**src/rtl/alu_ui_pkg.sv**
```systemverilog
// rtl/alu_ui_pkg.sv - shared phase encodings and widths for the ALU input controller
package alu_ui_pkg;

  localparam int OPND_W = 8;
  localparam int SEL_W  = 4;

  // Entry phases; the numeric value is what the display path sees on phase.
  typedef enum logic [1:0] {
    PH_ENTER_A   = 2'd0,
    PH_ENTER_B   = 2'd1,
    PH_ENTER_SEL = 2'd2,
    PH_RESULT    = 2'd3
  } phase_e;

endpackage

```
**src/rtl/alu_input_ctrl_if.sv**
```systemverilog
// rtl/alu_input_ctrl_if.sv - switch/button inputs and latched operand outputs of the ALU input controller
// Signals:
//   sw        slide switches (async)
//   btn_enter raw enter button (async)
//   btn_back  raw back button (async)
//   A, B      latched operands
//   select    latched ALU operation select
//   phase     current entry phase
//   valid     high only in RESULT
// Modports: master drives the switches/buttons, slave is the controller.
interface alu_input_ctrl_if;
  import alu_ui_pkg::*;

  logic [OPND_W-1:0] sw;
  logic              btn_enter;
  logic              btn_back;
  logic [OPND_W-1:0] A;
  logic [OPND_W-1:0] B;
  logic [SEL_W-1:0]  select;
  logic [1:0]        phase;
  logic              valid;

  modport master (
    output sw, btn_enter, btn_back,
    input  A, B, select, phase, valid
  );

  modport slave (
    input  sw, btn_enter, btn_back,
    output A, B, select, phase, valid
  );

endinterface

```
**src/rtl/btn_debounce.sv**
```systemverilog
// rtl/btn_debounce.sv - synchronizer plus stable-count debouncer with rising-edge pulse
// Ports:
//   clk, reset  clock and synchronous active-high reset
//   btn_raw     asynchronous raw button level
//   level       accepted (debounced) button level
//   rise_pulse  one-cycle pulse on each accepted rising edge
module btn_debounce #(
  parameter int DEBOUNCE_CYCLES = 1000000,
  parameter int CNT_W           = $clog2(DEBOUNCE_CYCLES + 1)
) (
  input  logic clk,
  input  logic reset,
  input  logic btn_raw,
  output logic level,
  output logic rise_pulse
);

  logic             sync1;
  logic             sync2;
  logic [CNT_W-1:0] cnt;

  always_ff @(posedge clk) begin
    if (reset) begin
      sync1      <= 1'b0;
      sync2      <= 1'b0;
      cnt        <= '0;
      level      <= 1'b0;
      rise_pulse <= 1'b0;
    end else begin
      sync1      <= btn_raw;
      sync2      <= sync1;
      rise_pulse <= 1'b0;
      if (sync2 != level) begin
        // The level must have disagreed for DEBOUNCE_CYCLES counted cycles
        // before it is accepted; the counter therefore never exceeds that value.
        if (cnt == CNT_W'(DEBOUNCE_CYCLES)) begin
          level      <= sync2;
          cnt        <= '0;
          rise_pulse <= sync2;
        end else begin
          cnt <= cnt + CNT_W'(1);
        end
      end else begin
        cnt <= '0;
      end
    end
  end

endmodule

```
**src/rtl/alu_input_ctrl.sv**
```systemverilog
// rtl/alu_input_ctrl.sv - debounced operand/select entry FSM for the board-level ALU demo
// Ports:
//   clk, reset  clock and synchronous active-high reset
//   io          alu_input_ctrl_if.slave: sw, btn_enter, btn_back in;
//               A, B, select, phase, valid out (all registered)
module alu_input_ctrl
  import alu_ui_pkg::*;
#(
  parameter int DEBOUNCE_CYCLES = 1000000,
  parameter int CNT_W           = $clog2(DEBOUNCE_CYCLES + 1)
) (
  input  logic             clk,
  input  logic             reset,
  alu_input_ctrl_if.slave  io
);

  logic              enter_level;
  logic              enter_pulse;
  logic              back_level;
  logic              back_pulse;
  logic [OPND_W-1:0] sw_s1;
  logic [OPND_W-1:0] sw_sync;
  phase_e            state;
  logic [OPND_W-1:0] a_q;
  logic [OPND_W-1:0] b_q;
  logic [SEL_W-1:0]  sel_q;
  logic              valid_q;

  btn_debounce #(
    .DEBOUNCE_CYCLES (DEBOUNCE_CYCLES),
    .CNT_W           (CNT_W)
  ) u_enter (
    .clk        (clk),
    .reset      (reset),
    .btn_raw    (io.btn_enter),
    .level      (enter_level),
    .rise_pulse (enter_pulse)
  );

  btn_debounce #(
    .DEBOUNCE_CYCLES (DEBOUNCE_CYCLES),
    .CNT_W           (CNT_W)
  ) u_back (
    .clk        (clk),
    .reset      (reset),
    .btn_raw    (io.btn_back),
    .level      (back_level),
    .rise_pulse (back_pulse)
  );

  // Switches are not debounced; they only need to be stable when enter is accepted.
  always_ff @(posedge clk) begin
    if (reset) begin
      sw_s1   <= '0;
      sw_sync <= '0;
    end else begin
      sw_s1   <= io.sw;
      sw_sync <= sw_s1;
    end
  end

  always_ff @(posedge clk) begin
    if (reset) begin
      state   <= PH_ENTER_A;
      a_q     <= '0;
      b_q     <= '0;
      sel_q   <= '0;
      valid_q <= 1'b0;
    end else if (enter_pulse && !back_pulse) begin
      case (state)
        PH_ENTER_A: begin
          a_q   <= sw_sync;
          state <= PH_ENTER_B;
        end
        PH_ENTER_B: begin
          b_q   <= sw_sync;
          state <= PH_ENTER_SEL;
        end
        PH_ENTER_SEL: begin
          sel_q   <= sw_sync[SEL_W-1:0];
          state   <= PH_RESULT;
          valid_q <= 1'b1;
        end
        default: begin
          // Operands are kept so the last result stays displayable.
          state   <= PH_ENTER_A;
          valid_q <= 1'b0;
        end
      endcase
    end else if (back_pulse && !enter_pulse) begin
      case (state)
        PH_ENTER_B:   state <= PH_ENTER_A;
        PH_ENTER_SEL: state <= PH_ENTER_B;
        PH_RESULT: begin
          state   <= PH_ENTER_SEL;
          valid_q <= 1'b0;
        end
        default:      state <= PH_ENTER_A;
      endcase
    end
  end

  assign io.A      = a_q;
  assign io.B      = b_q;
  assign io.select = sel_q;
  assign io.phase  = state;
  assign io.valid  = valid_q;

endmodule

```
**src/flat_wrapper.sv**
```systemverilog
// flat-port wrapper written by rule: the top's interface ports become plain ports
module alu_input_ctrl_flat import alu_ui_pkg::*;
#(
  parameter int DEBOUNCE_CYCLES = 1000000,
  parameter int CNT_W           = $clog2(DEBOUNCE_CYCLES + 1)
)
  (clk, reset, io_sw, io_btn_enter, io_btn_back, io_A, io_B, io_select, io_phase, io_valid);
  alu_input_ctrl_if io_i ();
  input  logic clk;
  input  logic reset;
  input wire logic [$bits(io_i.sw)-1:0] io_sw;
  input wire logic [$bits(io_i.btn_enter)-1:0] io_btn_enter;
  input wire logic [$bits(io_i.btn_back)-1:0] io_btn_back;
  output wire logic [$bits(io_i.A)-1:0] io_A;
  output wire logic [$bits(io_i.B)-1:0] io_B;
  output wire logic [$bits(io_i.select)-1:0] io_select;
  output wire logic [$bits(io_i.phase)-1:0] io_phase;
  output wire logic [$bits(io_i.valid)-1:0] io_valid;
  assign io_i.sw = io_sw;
  assign io_i.btn_enter = io_btn_enter;
  assign io_i.btn_back = io_btn_back;
  assign io_A = io_i.A;
  assign io_B = io_i.B;
  assign io_select = io_i.select;
  assign io_phase = io_i.phase;
  assign io_valid = io_i.valid;
  alu_input_ctrl #(.DEBOUNCE_CYCLES(DEBOUNCE_CYCLES), .CNT_W(CNT_W)) u_core (.clk(clk), .reset(reset), .io(io_i));
endmodule
```
**config.mk**
```make
export PLATFORM = sky130hd
export DESIGN_NAME = alu_input_ctrl_flat
export DESIGN_NICKNAME = d
export VERILOG_FILES = /design/src/rtl/alu_ui_pkg.sv /design/src/rtl/alu_input_ctrl_if.sv /design/src/rtl/btn_debounce.sv /design/src/rtl/alu_input_ctrl.sv /design/src/flat_wrapper.sv
export SDC_FILE = /design/constraint.sdc
export NUM_CORES = 1
export LEC_CHECK = 0
export BUFFER_PORTS_ARGS = -buffer_cell sky130_fd_sc_hd__buf_2
export CAP_MARGIN = 20
export CELL_PAD_IN_SITES_DETAIL_PLACEMENT = 0
export CELL_PAD_IN_SITES_GLOBAL_PLACEMENT = 1
export CORE_ASPECT_RATIO = 1.1
export CORE_MARGIN = 5
export CORE_UTILIZATION = 40
export CTS_CLUSTER_DIAMETER = 80
export DETAILED_ROUTE_END_ITERATION = 8
export PLACE_DENSITY_LB_ADDON = 0.12
export SYNTH_ARGS = -nofsm -noshare
export SYNTH_HDL_FRONTEND = slang
export SYNTH_SLANG_ARGS = --single-unit
```
**constraint.sdc**
```tcl
create_clock -name clk -period 2.8 [get_ports clk]
set_input_delay 0.28 -clock clk [delete_from_list [all_inputs] [get_ports clk]]
set_output_delay 0.28 -clock clk [all_outputs]
set_load 0.01 [all_outputs]
```
# After elaboration in Yosys (flattened, before gate mapping)
# Index checks and enable logic that the tools add are counted.
# word_totals
ff_bits	87
inputBits	12
elab_cells	57
output_inout_bits	23
# classes
n_addsub	2
n_reduce_logical	18
eq_ne	8
mux	8
bitwise_logic	4
# ops
op	n
$add 20x1->20 const B	2
$eq 20x20->1 const B	2
$reduce_or 3->1	4
$reduce_and 2->1	5
$pmux 2 s3	1
$eq 2x2->1 const B	2
$mux 2	2
$not 1->1	4
$pmux 2 s2	1
$reduce_bool 2->1	2
$mux 1	3
$reduce_and 3->1	1
$eq 2x1->1 const B	1
$logic_and 1x1->1	2
$logic_not 1->1	2
$logic_not 2->1	1
$ne 1x1->1	2
$ne 2x2->1 const B	1
$pmux 1 s2	1
$reduce_or 2->1	1

# Longest topological paths before layout
# depth
depth_word	4
ltp_mapped	7
depth_no_buf	6

# Cells and area by module
# Synthesis repeated with hierarchy kept, for this count alone.
# hier_totals
hier_cells	392
hier_area_um2	3565.9
# modules_own_cells
module	n_inst	cells_each	seq_area_each_um2	area_each_um2
btn_debounce	2	122	480.5	1093.5
alu_input_ctrl	1	148	780.7	1378.8

# Worst setup path before layout
# OpenSTA, ideal clock, no wires.
# synth_timing
kind	reg-to-reg
start	reg u_core.u_back.cnt[0]
end	reg u_core.u_back.cnt[18]
t_required_ps	2730
t_arrival_ps	1857
setup_ps	70
stages_incl_launch_ff	7
path_buffers	1
setup_slack_ps	873
period_less_slack_ps	1927
cell_sequence	dfxtp_1 ha_1 nand2_1 or4_1 buf_2 or4_1 a21oi_1
# synth_via
elab_chain_len	2
elab_cells_between_ends	3
classes_between	add/sub (1); eq/ne (1); reduce/logical (1)
# synth_lines
item	line	rtl
start: declaration	btn_debounce.sv:20	logic [CNT_W-1:0] cnt;
start signal: assignment	btn_debounce.sv:41	cnt <= cnt + CNT_W'(1);
parallel branches: the longest is 2 deep, another holds $add 20x1->20	--	
# Parallel ways; which one is timed is not known.
# A chain may end at the register's enable or synchronous reset.

# Worst setup path in the final report
# Same ends and word-level chain as after synthesis.

==> impl_summary.log <==
INFO  metric setup.worst_path.class = flop to flop
INFO  metric io_pins = 35
INFO  metric drive_gt1_share = 14.0%
INFO  metric required = roughly 3000 ps
INFO  metric syn-instance-count = 391
INFO  metric cts_made_buffers = 9
INFO  metric grt_ovf = 0
INFO  metric grt_max_degree = 28
INFO  metric postSynthNetCount = 413
INFO  metric clock_insertion_delay_worst_skew = 360 ps
INFO  metric gr-usage-met3 = around 3.6%
INFO  metric horizontal_die_dimension = 98.8 um
INFO  metric power.density_cell_area = 579 nW/um^2
INFO  metric path_common_cell = sky130_fd_sc_hd__or4_1
INFO  metric tightestPinTransition = 526 ps
INFO  metric die-area = 10600 sq um
INFO  metric place.gp.congestion = 0.793
INFO  metric grt_usage = 13.6%
INFO  metric maxSlewHeadroom = 64.9%
INFO  metric detail_route.wl_per_cell = 12.8 um
INFO  metric clock-root-buffer = sky130_fd_sc_hd__clkbuf_8
INFO  metric grt.met1_usage = 17.3%
INFO  metric outcome = complete, no violations
INFO  metric hold_viol = 0
INFO  metric synth_enable_flop_cells = 0
INFO  metric dp_hpwl = 4800 um
INFO  metric antennaDiodeCount = 0
INFO  metric synthesis.area_per_instance = 8.86 sq um
INFO  metric top_usage_layer = met2
INFO  metric endpoint_kind = flop
INFO  metric cts_setup_buffers = 0
INFO  metric drt_drc_violations_left = 0
INFO  metric antenna_left = 0
INFO  metric cp_slowest_stage_delay = 610 ps
INFO  metric crit_chain = ha_1 -> nand2_1 -> or4_1 -> or4_1 -> a21oi_1
INFO  metric maxcap_violations = 0
INFO  metric ys.flop_type = sky130_fd_sc_hd__dfxtp_1
INFO  metric synth_top_cells_by_count = 87 x sky130_fd_sc_hd__dfxtp_1, 41 x sky130_fd_sc_hd__nand2_1, 37 x sky130_fd_sc_hd__a21oi_1, 31 x sky130_fd_sc_hd__nor2_1, 27 x sky130_fd_sc_hd__nand3_1
INFO  metric clock_path_buffers = 2
INFO  metric synth_area_leaders = sky130_fd_sc_hd__dfxtp_1 50%, sky130_fd_sc_hd__a21oi_1 5.3%, sky130_fd_sc_hd__nand2_1 4.4%
INFO  metric worstPathMaxFanout = 8
INFO  metric first_pass_iters = 4
INFO  metric first_global_vias = 2528
INFO  metric dr.first_iter.drc_count = 111
INFO  metric maxClockFrequency = 0.482 GHz
INFO  metric finalMaxSlewViolations = 0
INFO  metric setup_viol = 0
INFO  metric clock-skew-final = 10.7 ps
INFO  metric syn_to_final_growth = 14.3%
INFO  metric mappedNetlistArea = about 3500 sq um
INFO  metric crit_path_top_delay_cell = sky130_fd_sc_hd__or4_1
INFO  metric totalNegativeSetupSlack = 0 ps
INFO  metric synth.distinct_cells = 36
INFO  metric clock_tree_from_tritoncts = yes
INFO  metric antenna_found_initial = 0
INFO  metric nNetsFinal = 445
INFO  metric cts_resized = 0
INFO  metric setup_repair_after_global_routing_missed_its_margin = false
INFO  metric clkSinkCount = 87
INFO  metric dpl.cell_count = 523
INFO  metric hp-class = primary input to flop
INFO  metric floorplan.core_area = 8410 sq um
INFO  metric cts.htree.levels = 3
INFO  metric yosys_register_bits = just under 90
INFO  metric initial_utilization = roughly two fifths
INFO  metric synthMostInstantiatedCell = sky130_fd_sc_hd__dfxtp_1
INFO  metric worstPathArrival = about 2400 ps
INFO  metric final_cell_count_no_fill = between 500 and 600
INFO  metric fillers = 871
INFO  metric period_needed = 2070 ps
INFO  metric power_leakage = about 1.4 nW
INFO  metric grt_use_met2 = 22.2%
INFO  metric finalWirelength = 6890 um
INFO  metric rows = 35
INFO  metric peakVddDrop = between 0.00015 and 0.0002 V
INFO  metric synthDominantAreaCellType = sky130_fd_sc_hd__dfxtp_1
INFO  metric worst_setup_hold_path_clk_slew = 90 ps
INFO  metric portBuffers = 34
INFO  metric grt_pass1_wl = 11800 um
INFO  metric asyncSetResetFlopFracSynth = 0%
INFO  metric worst_setup_path_start_kind = flop
INFO  metric cts_hold_buffers = 0
INFO  metric ys_warn_count = 0
INFO  metric netlist.area_leader.share = 50.3%
INFO  metric avgViaCountPerCell = roughly 5
INFO  metric routed-via-count = between 2000 and 3000
INFO  metric yosysSeqAreaShare = 50.3%
INFO  metric chipHeight = 108 um
INFO  metric period_share = about three quarters
## through the flow
step / setup slack [ps] / utilization, % / total power, mW / hold slack [ps] / cell area (sq um)
after global routing: 554 / 47.1 / 2.40 / 120 / 3960
after global placement: 787 / 44.4 / 1.33 / 420 / 3730
final: 726 / 47.1 / 2.30 / 129 / 3960
after CTS: 717 / 47.1 / 2.33 / 122 / 3960
after floorplan: 873 / - / 1.31 / 408 / 3470
after detailed placement: 744 / 44.4 / 1.33 / 423 / 3730
## state kept, by name (all words and copies together) (netlist names)
| register | cells |
|---|---|
| u_core.io.A | 8 |
| u_core.io.B | 8 |
| u_core.io.phase | 2 |
| u_core.io.select | 4 |
| u_core.io.valid | 1 |
| u_core.sw_s1 | 8 |
| u_core.sw_sync | 8 |
| u_core.u_back.cnt | 20 |
| u_core.u_back.level | 1 |
| u_core.u_back.rise_pulse | 1 |
| u_core.u_back.sync1 | 1 |
| u_core.u_back.sync2 | 1 |
| u_core.u_enter.cnt | 20 |
| u_core.u_enter.level | 1 |
| u_core.u_enter.rise_pulse | 1 |
| u_core.u_enter.sync1 | 1 |
| u_core.u_enter.sync2 | 1 |
## final timing paths
kind,from,endpoint,slack (ps),depth (start not counted)
min reg2reg,u_core.sw_s1[7],u_core.sw_sync[7],430,1
max,u_core.u_back.cnt[0],u_core.u_back.cnt[18],730,5
min,io_sw[6],u_core.sw_s1[6],130,2
max reg2reg,u_core.u_back.cnt[0],u_core.u_back.cnt[18],730,5
## per-layer routing
metal	up-vias	wire (um)
li1	1402	-
met5	-	0
met1	1190	3400
met2	27	3200
met3	6	224
met4	0	66
## layout make-up
class	count	area [sq um]	share of cell area [%]
flip-flops and latches	87	1740	44.0
multi-input cells	270	1590	40.1
repair buffers	38	200	5.05
well taps	111	139	3.50
clock buffers	9	124	3.13
clock inverters	7	104	2.62
inverters	17	63.8	1.61
## cell families after synthesis
kind of cell | after synthesis | share of synthesized area [%]
compound gates | 63 | 10.0
buf+inv | 34 | 3.86
xor+xnor | 22 | 5.56
simple gates | 174 | 26.4
flops | 87 | 50.3
fa+ha+maj | 10 | 3.61
mux | 1 | 0.289
## where the power goes
part	internal, mW	switching, mW	leakage (nW)
Combinational	0.0166	0.0224	0.559
Clock	0.515	0.485	0.108
Sequential	1.25	0.00688	0.705
## placed cells by master (no fill, tap or decap), types with 7 or more instances in the layout
cell                       instances
sky130_fd_sc_hd__nand2_1          41
sky130_fd_sc_hd__xor2_1           12
sky130_fd_sc_hd__clkbuf_8          9
sky130_fd_sc_hd__xnor2_1          10
sky130_fd_sc_hd__nor2_1           31
sky130_fd_sc_hd__ha_1             10
sky130_fd_sc_hd__or3_1            14
sky130_fd_sc_hd__nor2b_1          21
sky130_fd_sc_hd__nand3_1          27
sky130_fd_sc_hd__dfxtp_1          87
sky130_fd_sc_hd__nand4_1           7
sky130_fd_sc_hd__inv_1            17
sky130_fd_sc_hd__a21oi_1          37
sky130_fd_sc_hd__o21ai_0          11
sky130_fd_sc_hd__buf_2            34
## worst max-delay path: cells and delay by family (launching register included)
kind	cells	cell delay (ps)
adders and majority gates	1	230
and+or+nand+nor	3	1230
AOI/OAI and AO/OA	1	150
DFF	1	410
No activity file was read; power rests on OpenSTA's default activity.
